`config.mk`:
```
export PLATFORM = sky130hd
export DESIGN_NAME = matmul_operand_sp
export DESIGN_NICKNAME = d
export VERILOG_FILES = /design/src/rtl/matmul_operand_sp.sv
export SDC_FILE = /design/constraint.sdc
export NUM_CORES = 1
export LEC_CHECK = 0
export CORE_MARGIN = 2
export CORE_UTILIZATION = 35
export CTS_CLUSTER_DIAMETER = 100
export DETAILED_ROUTE_END_ITERATION = 12
export GPL_TIMING_DRIVEN = 0
export PLACE_DENSITY_LB_ADDON = 0.2
export REMOVE_ABC_BUFFERS = 1
export SLEW_MARGIN = 10
export SYNTH_ARGS = -nofsm -noshare
export SYNTH_HDL_FRONTEND = slang
export SYNTH_SLANG_ARGS = --single-unit
export TNS_END_PERCENT = 20
```
`constraint.sdc`:
```
create_clock -name clk_i -period 2.23 [get_ports clk_i]
set_input_delay 0.5575 -clock clk_i [delete_from_list [all_inputs] [get_ports clk_i]]
set_output_delay 0.5575 -clock clk_i [all_outputs]
set_load 0.02 [all_outputs]
```
`src/rtl/matmul_operand_sp.sv`:
```
`default_nettype none
// ============================================================================
// Module      : matmul_operand_sp
// Description : Operand scratchpad for the matmul calc unit. It stores A/B rows
//               and C elements, streams them as beats, then waits for finish.
// Revision    : 1.0 - initial release
// ============================================================================
module matmul_operand_sp #(
    parameter int DATA_WIDTH = 8,
    parameter int BUS_WIDTH  = 16,
    parameter int ADDR_WIDTH = 32
) (
    input  logic                  clk_i,
    input  logic                  rst_ni,
    input  logic                  we_i,
    input  logic [ADDR_WIDTH-1:0] addr_i,
    input  logic [BUS_WIDTH-1:0]  data_i,
    input  logic                  rd_en_i,
    input  logic [ADDR_WIDTH-1:0] rd_addr_i,
    output logic [BUS_WIDTH-1:0]  rd_data_o,
    output logic                  rd_valid_o,
    input  logic                  stream_i,
    output logic                  start_o,
    output logic [BUS_WIDTH-1:0]  data_a_o,
    output logic [BUS_WIDTH-1:0]  data_b_o,
    output logic [BUS_WIDTH-1:0]  data_c_o,
    input  logic                  finish_mul_i,
    output logic                  busy_o,
    output logic                  done_o,
    output logic                  addr_err_o
);

    localparam int MAX_DIM = BUS_WIDTH / DATA_WIDTH;
    localparam int C_DEPTH = MAX_DIM * MAX_DIM;
    localparam int IW      = 2 * $clog2(MAX_DIM);
    localparam int RW      = (MAX_DIM > 1) ? $clog2(MAX_DIM) : 1;
    localparam int CW      = (C_DEPTH > 1) ? $clog2(C_DEPTH) : 1;

    localparam logic [4:0]  c_op_a      = 5'b00100;
    localparam logic [4:0]  c_op_b      = 5'b01000;
    localparam logic [4:0]  c_op_c      = 5'b10000;
    localparam logic [IW:0] c_row_lim   = (IW+1)'(MAX_DIM);
    localparam logic [IW:0] c_elem_lim  = (IW+1)'(C_DEPTH);
    localparam logic [CW-1:0] c_last_beat = CW'(C_DEPTH - 1);
    localparam logic [RW-1:0] c_last_row  = RW'(MAX_DIM - 1);

    typedef enum logic [1:0] {
        ST_IDLE   = 2'd0,
        ST_STREAM = 2'd1,
        ST_WAIT   = 2'd2
    } state_t;

    // One-hot legal target {C, B, A}; all-zero means the address is illegal.
    function automatic logic [2:0] f_decode(input logic [4:0] code, input logic [IW-1:0] idx);
        logic [IW:0] v_idx;
        v_idx    = {1'b0, idx};
        f_decode = 3'b000;
        case (code)
            c_op_a:  f_decode[0] = (v_idx < c_row_lim);
            c_op_b:  f_decode[1] = (v_idx < c_row_lim);
            c_op_c:  f_decode[2] = (v_idx < c_elem_lim);
            default: f_decode    = 3'b000;
        endcase
    endfunction

    logic [BUS_WIDTH-1:0] r_mem_a [MAX_DIM];
    logic [BUS_WIDTH-1:0] r_mem_b [MAX_DIM];
    logic [BUS_WIDTH-1:0] r_mem_c [C_DEPTH];

    state_t               r_state;
    state_t               w_state_nxt;
    logic [CW-1:0]        r_beat;
    logic [CW-1:0]        w_beat_nxt;
    logic [RW-1:0]        r_row;
    logic [RW-1:0]        w_row_nxt;
    logic                 w_load;
    logic                 w_done_nxt;

    logic [2:0]           w_wr_hit;
    logic [2:0]           w_rd_hit;
    logic [RW-1:0]        w_wr_row;
    logic [CW-1:0]        w_wr_elem;
    logic [RW-1:0]        w_rd_row;
    logic [CW-1:0]        w_rd_elem;
    logic [BUS_WIDTH-1:0] w_rd_word;
    logic                 w_wr_err;
    logic                 w_rd_err;

    logic [BUS_WIDTH-1:0] r_rd_data;
    logic                 r_rd_valid;
    logic                 r_start;
    logic                 r_done;
    logic                 r_addr_err;
    logic [BUS_WIDTH-1:0] r_data_a;
    logic [BUS_WIDTH-1:0] r_data_b;
    logic [BUS_WIDTH-1:0] r_data_c;

    // Address bits above the index field carry no meaning here.
    logic w_unused_addr_bits;
    assign w_unused_addr_bits = ^{addr_i[ADDR_WIDTH-1:5+IW], rd_addr_i[ADDR_WIDTH-1:5+IW]};

    assign w_wr_hit  = f_decode(addr_i[4:0], addr_i[5 +: IW]);
    assign w_rd_hit  = f_decode(rd_addr_i[4:0], rd_addr_i[5 +: IW]);
    assign w_wr_row  = addr_i[5 +: RW];
    assign w_wr_elem = addr_i[5 +: CW];
    assign w_rd_row  = rd_addr_i[5 +: RW];
    assign w_rd_elem = rd_addr_i[5 +: CW];
    assign w_wr_err  = we_i && (w_wr_hit == 3'b000);
    assign w_rd_err  = rd_en_i && (w_rd_hit == 3'b000);

    always_ff @(posedge clk_i or negedge rst_ni) begin
        if (!rst_ni) begin
            for (int i = 0; i < MAX_DIM; i++) begin
                r_mem_a[i] <= '0;
                r_mem_b[i] <= '0;
            end
            for (int i = 0; i < C_DEPTH; i++) begin
                r_mem_c[i] <= '0;
            end
        end else if (we_i) begin
            if (w_wr_hit[0]) r_mem_a[w_wr_row]  <= data_i;
            if (w_wr_hit[1]) r_mem_b[w_wr_row]  <= data_i;
            if (w_wr_hit[2]) r_mem_c[w_wr_elem] <= data_i;
        end
    end

    always_comb begin
        w_rd_word = '0;
        if (w_rd_hit[0])      w_rd_word = r_mem_a[w_rd_row];
        else if (w_rd_hit[1]) w_rd_word = r_mem_b[w_rd_row];
        else if (w_rd_hit[2]) w_rd_word = r_mem_c[w_rd_elem];
    end

    // Reads sample storage before this edge's write lands: read-before-write.
    always_ff @(posedge clk_i or negedge rst_ni) begin
        if (!rst_ni) begin
            r_rd_data  <= '0;
            r_rd_valid <= 1'b0;
            r_addr_err <= 1'b0;
        end else begin
            r_rd_data  <= rd_en_i ? w_rd_word : '0;
            r_rd_valid <= rd_en_i;
            r_addr_err <= r_addr_err | w_wr_err | w_rd_err;
        end
    end

    always_ff @(posedge clk_i or negedge rst_ni) begin
        if (!rst_ni) begin
            r_state <= ST_IDLE;
            r_beat  <= '0;
            r_row   <= '0;
        end else begin
            r_state <= w_state_nxt;
            r_beat  <= w_beat_nxt;
            r_row   <= w_row_nxt;
        end
    end

    // r_beat/r_row name the beat currently on the outputs; w_load fetches the next one.
    always_comb begin
        w_state_nxt = r_state;
        w_beat_nxt  = r_beat;
        w_row_nxt   = r_row;
        w_load      = 1'b0;
        w_done_nxt  = 1'b0;
        case (r_state)
            ST_IDLE: begin
                if (stream_i) begin
                    w_state_nxt = ST_STREAM;
                    w_beat_nxt  = '0;
                    w_row_nxt   = '0;
                    w_load      = 1'b1;
                end
            end
            ST_STREAM: begin
                if (r_beat == c_last_beat) begin
                    w_state_nxt = ST_WAIT;
                end else begin
                    w_beat_nxt = r_beat + CW'(1);
                    w_row_nxt  = (r_row == c_last_row) ? '0 : r_row + RW'(1);
                    w_load     = 1'b1;
                end
            end
            ST_WAIT: begin
                if (finish_mul_i) begin
                    w_state_nxt = ST_IDLE;
                    w_done_nxt  = 1'b1;
                end
            end
            default: w_state_nxt = ST_IDLE;
        endcase
    end

    always_ff @(posedge clk_i or negedge rst_ni) begin
        if (!rst_ni) begin
            r_start  <= 1'b0;
            r_done   <= 1'b0;
            r_data_a <= '0;
            r_data_b <= '0;
            r_data_c <= '0;
        end else begin
            r_start  <= w_load;
            r_done   <= w_done_nxt;
            r_data_a <= w_load ? r_mem_a[w_row_nxt]  : '0;
            r_data_b <= w_load ? r_mem_b[w_row_nxt]  : '0;
            r_data_c <= w_load ? r_mem_c[w_beat_nxt] : '0;
        end
    end

    assign rd_data_o  = r_rd_data;
    assign rd_valid_o = r_rd_valid;
    assign start_o    = r_start;
    assign data_a_o   = r_data_a;
    assign data_b_o   = r_data_b;
    assign data_c_o   = r_data_c;
    assign busy_o     = (r_state != ST_IDLE);
    assign done_o     = r_done;
    assign addr_err_o = r_addr_err;

endmodule
`default_nettype wire

```
Yosys cells after proc, flatten, opt, wreduce, memory -nomap -nowiden:

Index checks and enable logic that the tools add are counted.

* register bits: 201
* input port bits: 86
* output and inout port bits: 69
* word-level logic and storage cells: 117

* add/sub/neg operators: 2
* magnitude comparators: 10
* equality and inequality tests: 12
* mux-type cells: 54
* bitwise gates (word level): 8
* reductions and logical operators: 12

Operators by type and width (count)
* 2-to-1 mux 16 bit: 25
* binary-select mux 16 bit (select 2 bit): 2
* bitwise mux 32 bit: 2
* bitwise mux 64 bit: 1
* demux 16 bit (select 2 bit): 1
* demux 16 bit (select 1 bit): 1
* 2-to-1 mux 1 bit: 13
* equality test 5 x 3 -> 1 bit, second input constant: 2
* equality test 5 x 4 -> 1 bit, second input constant: 2
* equality test 5 bit, second input constant: 2
* 2-to-1 mux 2 bit: 5
* greater-or-equal comparator 3 bit, second input constant: 3
* inverter 2 -> 3 bit: 3
* greater-or-equal comparator 2 bit, second input constant: 3
* zero test 3 bit: 2
* != test 2 bit, second input constant: 3
* inverter 1 -> 2 bit: 3
* case mux 2 bit (3 select lines): 1
* AND reduction 2 bit: 3
* equality test 2 bit, second input constant: 2
* logical AND 1 bit: 4
* < comparator 2 bit, second input constant: 2
* case mux 1 bit (2 select lines): 2
* case mux 2 bit (2 select lines): 1
* 9 further kinds: 10

Depth between registers and ports, before layout:

* depth in word-level cells: 9
* mapped depth: 7
* depth with buffers taken out: 6

Worst setup path before layout:

Ideal clock, no wire load.

* kind: input -> register
* start point: input rd_addr_i[6]
* end point: register r_rd_data[10], in the netlist rd_data_o[10]
* setup time: 124 ps
* arrival time: 1933 ps
* data required time: 2106 ps
* path slack: 174 ps
* cell stages on the path: 6
* buffers on the path: 2
* path through: buf_6 -> or4_4 -> or3b_4 -> buf_6 -> o21ai_1 -> a21oi_1

* word-level cells in the longest chain between the ends: 8
* elaborated cells between the ends (all ways): 11
* those cells by class: order compare (1); mux (9); bitwise (1)

RTL lines
* start, declared: RTL line 19 `input logic [ADDR_WIDTH-1:0] rd_addr_i,`
* inverter 2 -> 3 bit (not written as such): RTL line 131 `else if (w_rd_hit[2]) w_rd_word = r_mem_c[w_rd_elem];`
* binary-select mux 16 bit (select 2 bit): RTL line 131
* 2-to-1 mux 16 bit (not written as such) (2 in a row): RTL line 131
* 2-to-1 mux 16 bit: RTL line 131
* 2-to-1 mux 16 bit: RTL line 130 `else if (w_rd_hit[1]) w_rd_word = r_mem_b[w_rd_row];`
* 2-to-1 mux 16 bit *: RTL line 129 `if (w_rd_hit[0]) w_rd_word = r_mem_a[w_rd_row];`
* 2-to-1 mux 16 bit *: RTL line 141 `r_rd_data <= rd_en_i ? w_rd_word : '0;`
* end signal, assigned: RTL line 141
* end, declared: RTL line 89 `logic [BUS_WIDTH-1:0] r_rd_data;`

Mark *: on every way between the ends. The rest lies on a longest branch, timed or not. The select of a mux whose other input is x is not followed.
A chain may end at the register's enable or synchronous reset.

Worst setup path after layout:

* start point: input addr_i[5]
* end point: register r_mem_c[59] (netlist bit)

* word-level cells in the longest chain between the ends: 6
* elaborated cells between the ends (all ways): 7
* those cells by class: order compare (2); mux (3); bitwise (1); reduce/logical (1)

RTL lines
* start, declared: RTL line 16 `input logic [ADDR_WIDTH-1:0] addr_i,`
* inverter 2 -> 3 bit (not written as such) *: RTL line 123 `if (w_wr_hit[2]) r_mem_c[w_wr_elem] <= data_i;`
* greater-or-equal comparator 3 bit (not written as such) / < comparator 3 x 1 -> 1 bit (equally long branches): RTL line 123
* logical AND 1 bit (not written as such): RTL line 123
* 2-to-1 mux 16 bit (not written as such): RTL line 123
* demux 16 bit (select 2 bit) *: RTL line 123
* bitwise mux 64 bit *: RTL line 123
* end signal, assigned by index: RTL line 123
* end, declared: RTL line 68 `logic [BUS_WIDTH-1:0] r_mem_c [C_DEPTH];`

Mark *: on every way between the ends. The rest lies on a longest branch, timed or not.

==> summary.md <==
| Metric | Value |
|---|---|
| GRT Util Overall | 0.1811 |
| DR WL/cell | 21.03 um |
| Violated checks | hold timing |
| Register area share after synthesis | 0.5682 |
| CTS Buffer Depth | 3 |
| Pwr Density | 1013 nW/um^2 |
| Post-DP HPWL | about 15,000 um |
| Ports | around 160 |
| Vias in the first global route | 6,430 |
| Worst EP required | about 2600 ps |
| Fraction of layout cells with a size suffix above 1 | 0.3179 |
| Port-buffer cells | ~100 |
| Number of diodes | 0 |
| Share of flip-flops with an asynchronous set or reset | 1.000 |
| Sequential Power Share | 0.379 |
| Total number of vias | 5,914 |
| Synth Area in Adders | 0 |
| Cell Count, Final, Fillers Out | roughly 1,100 |
| Num CTS Buffers | 22 |
| Antenna violations before repair | 1 |
| Outcome | finished, violations left |
| Detailed Route Iter0 Violations | 221 |
| Area growth syn-to-layout | 27.48% |
| Simple-gate share of the synthesized area | 0.05993 |
| Slew @ Worst Pin | 1093 ps |
| Max-cap viol count | 0 |
| Synth top area cells | dfrtp_1 (57%), mux2_2 (20%), mux2i_1 (3.6%) |
| Worst Setup End Kind | register |
| Post-Synthesis Cells | slightly below 700 |
| Final wirelength | 23,740 um |
| Max Clk Rate | 461.7 MHz |
| Clk network pwr share | 0.315 |
| Synthesized area | 8852 um^2 |
| Post-synthesis cell type count | 45 |
| Core Region | 25,040 um^2 |
| Top cells by count, synth | dfrtp_1 (201), mux2_2 (160), nand2_1 (83), a21oi_1 (50), mux2i_1 (32) |
| Most common cell in the netlist | dfrtp_1 |
| # fillers | roughly 2,200 |
| Final setup viols | 0 |
| Main synth FF type | dfrtp_1 |
| Final clock skew | between 10 and 15 ps |
| Die ar. | roughly 27,000 um^2 |
| CTS tree | built |
| Psw | about 3.8 mW |
| First-pass GRT wire length | 36,830 um |
| Multi-input gate area | between 3000 and 4000 um^2 |
| Warnings from Yosys | 0 |
| Synth Area in XOR/XNOR | 0.0009894 |
| Synthesized flop and latch total | 201 |
| Cell Rows | 58 |
| Die Y | 163.0 um |
| Area after DPL | 10,380 um^2 |
| Peak VDD IR | 0.0006326 V |
| Mapped Avg Cell Area | 13.10 um^2 |
| Largest net degree at the start of global routing | 78 |
| Overflow after GRT | 0 |
| Antenna violation net count after detailed routing | 0 |
| Share of the synthesized area in the top cell type | 0.5682 |
| Main combinational cell family by area after synthesis | multiplexers |
| Net Sw Frac | 0.3282 |
| Vias per cell | 5.238 |
| Htree depth | 1 |
| DIE WIDTH | about 160 um |
| Static Leakage | 5.155 nW |
| Post-synthesis mux area share | 0.2813 |
| Initial Util | 0.3536 |
| DRC Markers | 0 |
| First-pass DRT Iterations | 4 |
| Clock Pin Slew Worst Setup and Hold Paths | 60 ps |
| Post-synth EDFFs | 0 |
| CP arrival | 2540 ps |
| Area leader, netlist | dfrtp_1 |
| Hold WS | -11.00 ps |
| Clock Root Buffer | clkbuf_16 |
| Fin crit period | 2166 ps |
| GP Congestion | 0.7460 |
| Int Pwr | 7.682 mW |
| Hold Path Class | input port to asynchronous set/reset pin |
| Crit-path max FO | 10 |
| Critical path type | input port to register |
| Post-route cell area | 11,280 um^2 |
| Comb power frac | 0.306 |
| Final Slew Violations | 0 |
| Worst-Skew Late Latency | 510 ps |
| Final Power | between 10 and 15 mW |
| Placed cells | 1,081 |
| Register Area | between 5000 and 6000 um^2 |
| Layout Nets | 869 |
| # clock sinks | approximately 200 |
| Finished Core Util | 0.4507 |
| Fin. Hold Viols | 9 |
| CP Launch Type | input port |
| Period utilization | 0.9712 |
| Worst rel slew slack | 0.2715 |
| Setup TNS | 0 ps |
| Compound-cell area share of the yosys netlist | 0.06530 |
[final timing paths]
check                                         from                 endpoint  slack, ps  depth (start not counted)
setup / recovery                         addr_i[5]  r_mem_c[59]$_DFFE_PN0P_         60                          5
hold / removal                              rst_ni      r_beat[1]$_DFF_PN0_        -10                          1
setup reg to reg            r_state[0]$_DFFE_PN0P_    data_c_o[6]$_DFF_PN0_         90                          3
hold reg to reg            r_mem_a[14]$_DFFE_PN0P_  r_mem_a[14]$_DFFE_PN0P_        530                          1
max in group asynchronous                   rst_ni  r_mem_c[55]$_DFFE_PN0P_       1120                          3
min in group clk_i                            we_i     addr_err_o$_DFF_PN0_        480                          3
[state kept, by name, indices dropped and copies added (netlist names)]
name and count:
r_mem_c 64, r_mem_a 32, r_mem_b 32, data_a_o 16, data_b_o 16, data_c_o 16
rd_data_o 16, r_beat 2, r_state 2, addr_err_o 1, done_o 1, r_row 1
rd_valid_o 1, start_o 1
[area by class of cell]
| cell class | instances | area share |
|---|---|---|
| Clock buffer | 34 | 0.06176 |
| Clock inverter | 6 | 0.003437 |
| Inverter | 5 | 0.001885 |
| Multi-Input combinational cell | 431 | 0.3295 |
| Sequential cell | 201 | 0.4457 |
| Tap cell | 330 | 0.03659 |
| Timing Repair Buffer | 122 | 0.1211 |
[critical path, stage by stage]
cell,delay [ps]
clkdlybuf4s50_1,590
nor2b_4,270
nor3b_4,520
buf_8,240
mux2_2,360
[per-layer routing]
| metal | wire (um) | vias up | share of wire | track usage |
|---|---|---|---|---|
| met5 | 11 | - | 0.00046 | 0 |
| met4 | 769 | 2 | 0.032 | 0.06999 |
| met2 | 12420 | 142 | 0.52 | 0.3280 |
| met3 | 1058 | 57 | 0.045 | 0.02793 |
| met1 | 9481 | 3069 | 0.40 | 0.2164 |
| li1 | - | 2644 | - | - |
[cells in the final DEF (no fill, tap or decap), drive strengths merged, types with 16 or more instances in the layout]
| cell type | synthesis | layout |
|---|---|---|
| mux4 | 16 | 16 |
| nand2 | 84 | 84 |
| mux2i | 32 | 32 |
| clkbuf | 17 | 34 |
| o22ai | 17 | 17 |
| a21oi | 51 | 51 |
| o21ai | 32 | 32 |
| clkdlybuf4s50 | 0 | 96 |
| dfrtp | 201 | 201 |
| mux2 | 160 | 160 |
| buf | 22 | 21 |
[cell families after synthesis]
| logic type | after synthesis |
|---|---|
| mux | 208 |
| flops | 201 |
| simple gates | 115 |
| compound gates | 107 |
| buf+inv | 44 |
| xor+xnor | 1 |
[timing repair]
item / 4_1_cts / 5_1_grt
endpoints found under the setup margin: 166 / 101
buffers inserted: 4 / 4
gates resized for setup: 15 / 9
hold buffers: 0 / 0
pin swaps: 3 / 1
[power groups by stage]
stage               clock (mW)  combinational [mW]  sequential, mW
finish                    3.61                3.50            4.33
global placement             0                2.62            4.33
floorplan                    0                1.49            4.54
global route              3.87                3.71            4.38
CTS                       3.71                3.43            4.33
detailed placement           0                3.41            4.39
[through the flow]
stage,hold slack [ps],worst slack (ps)
finish,-11.00,64.22
floorplan,261.9,-957.2
global placement,503.7,-7482
global route,31.33,-0.8209
CTS,4.422,-2.089
detailed placement,514.6,-1646
No activity file was read; power rests on OpenSTA's default activity.
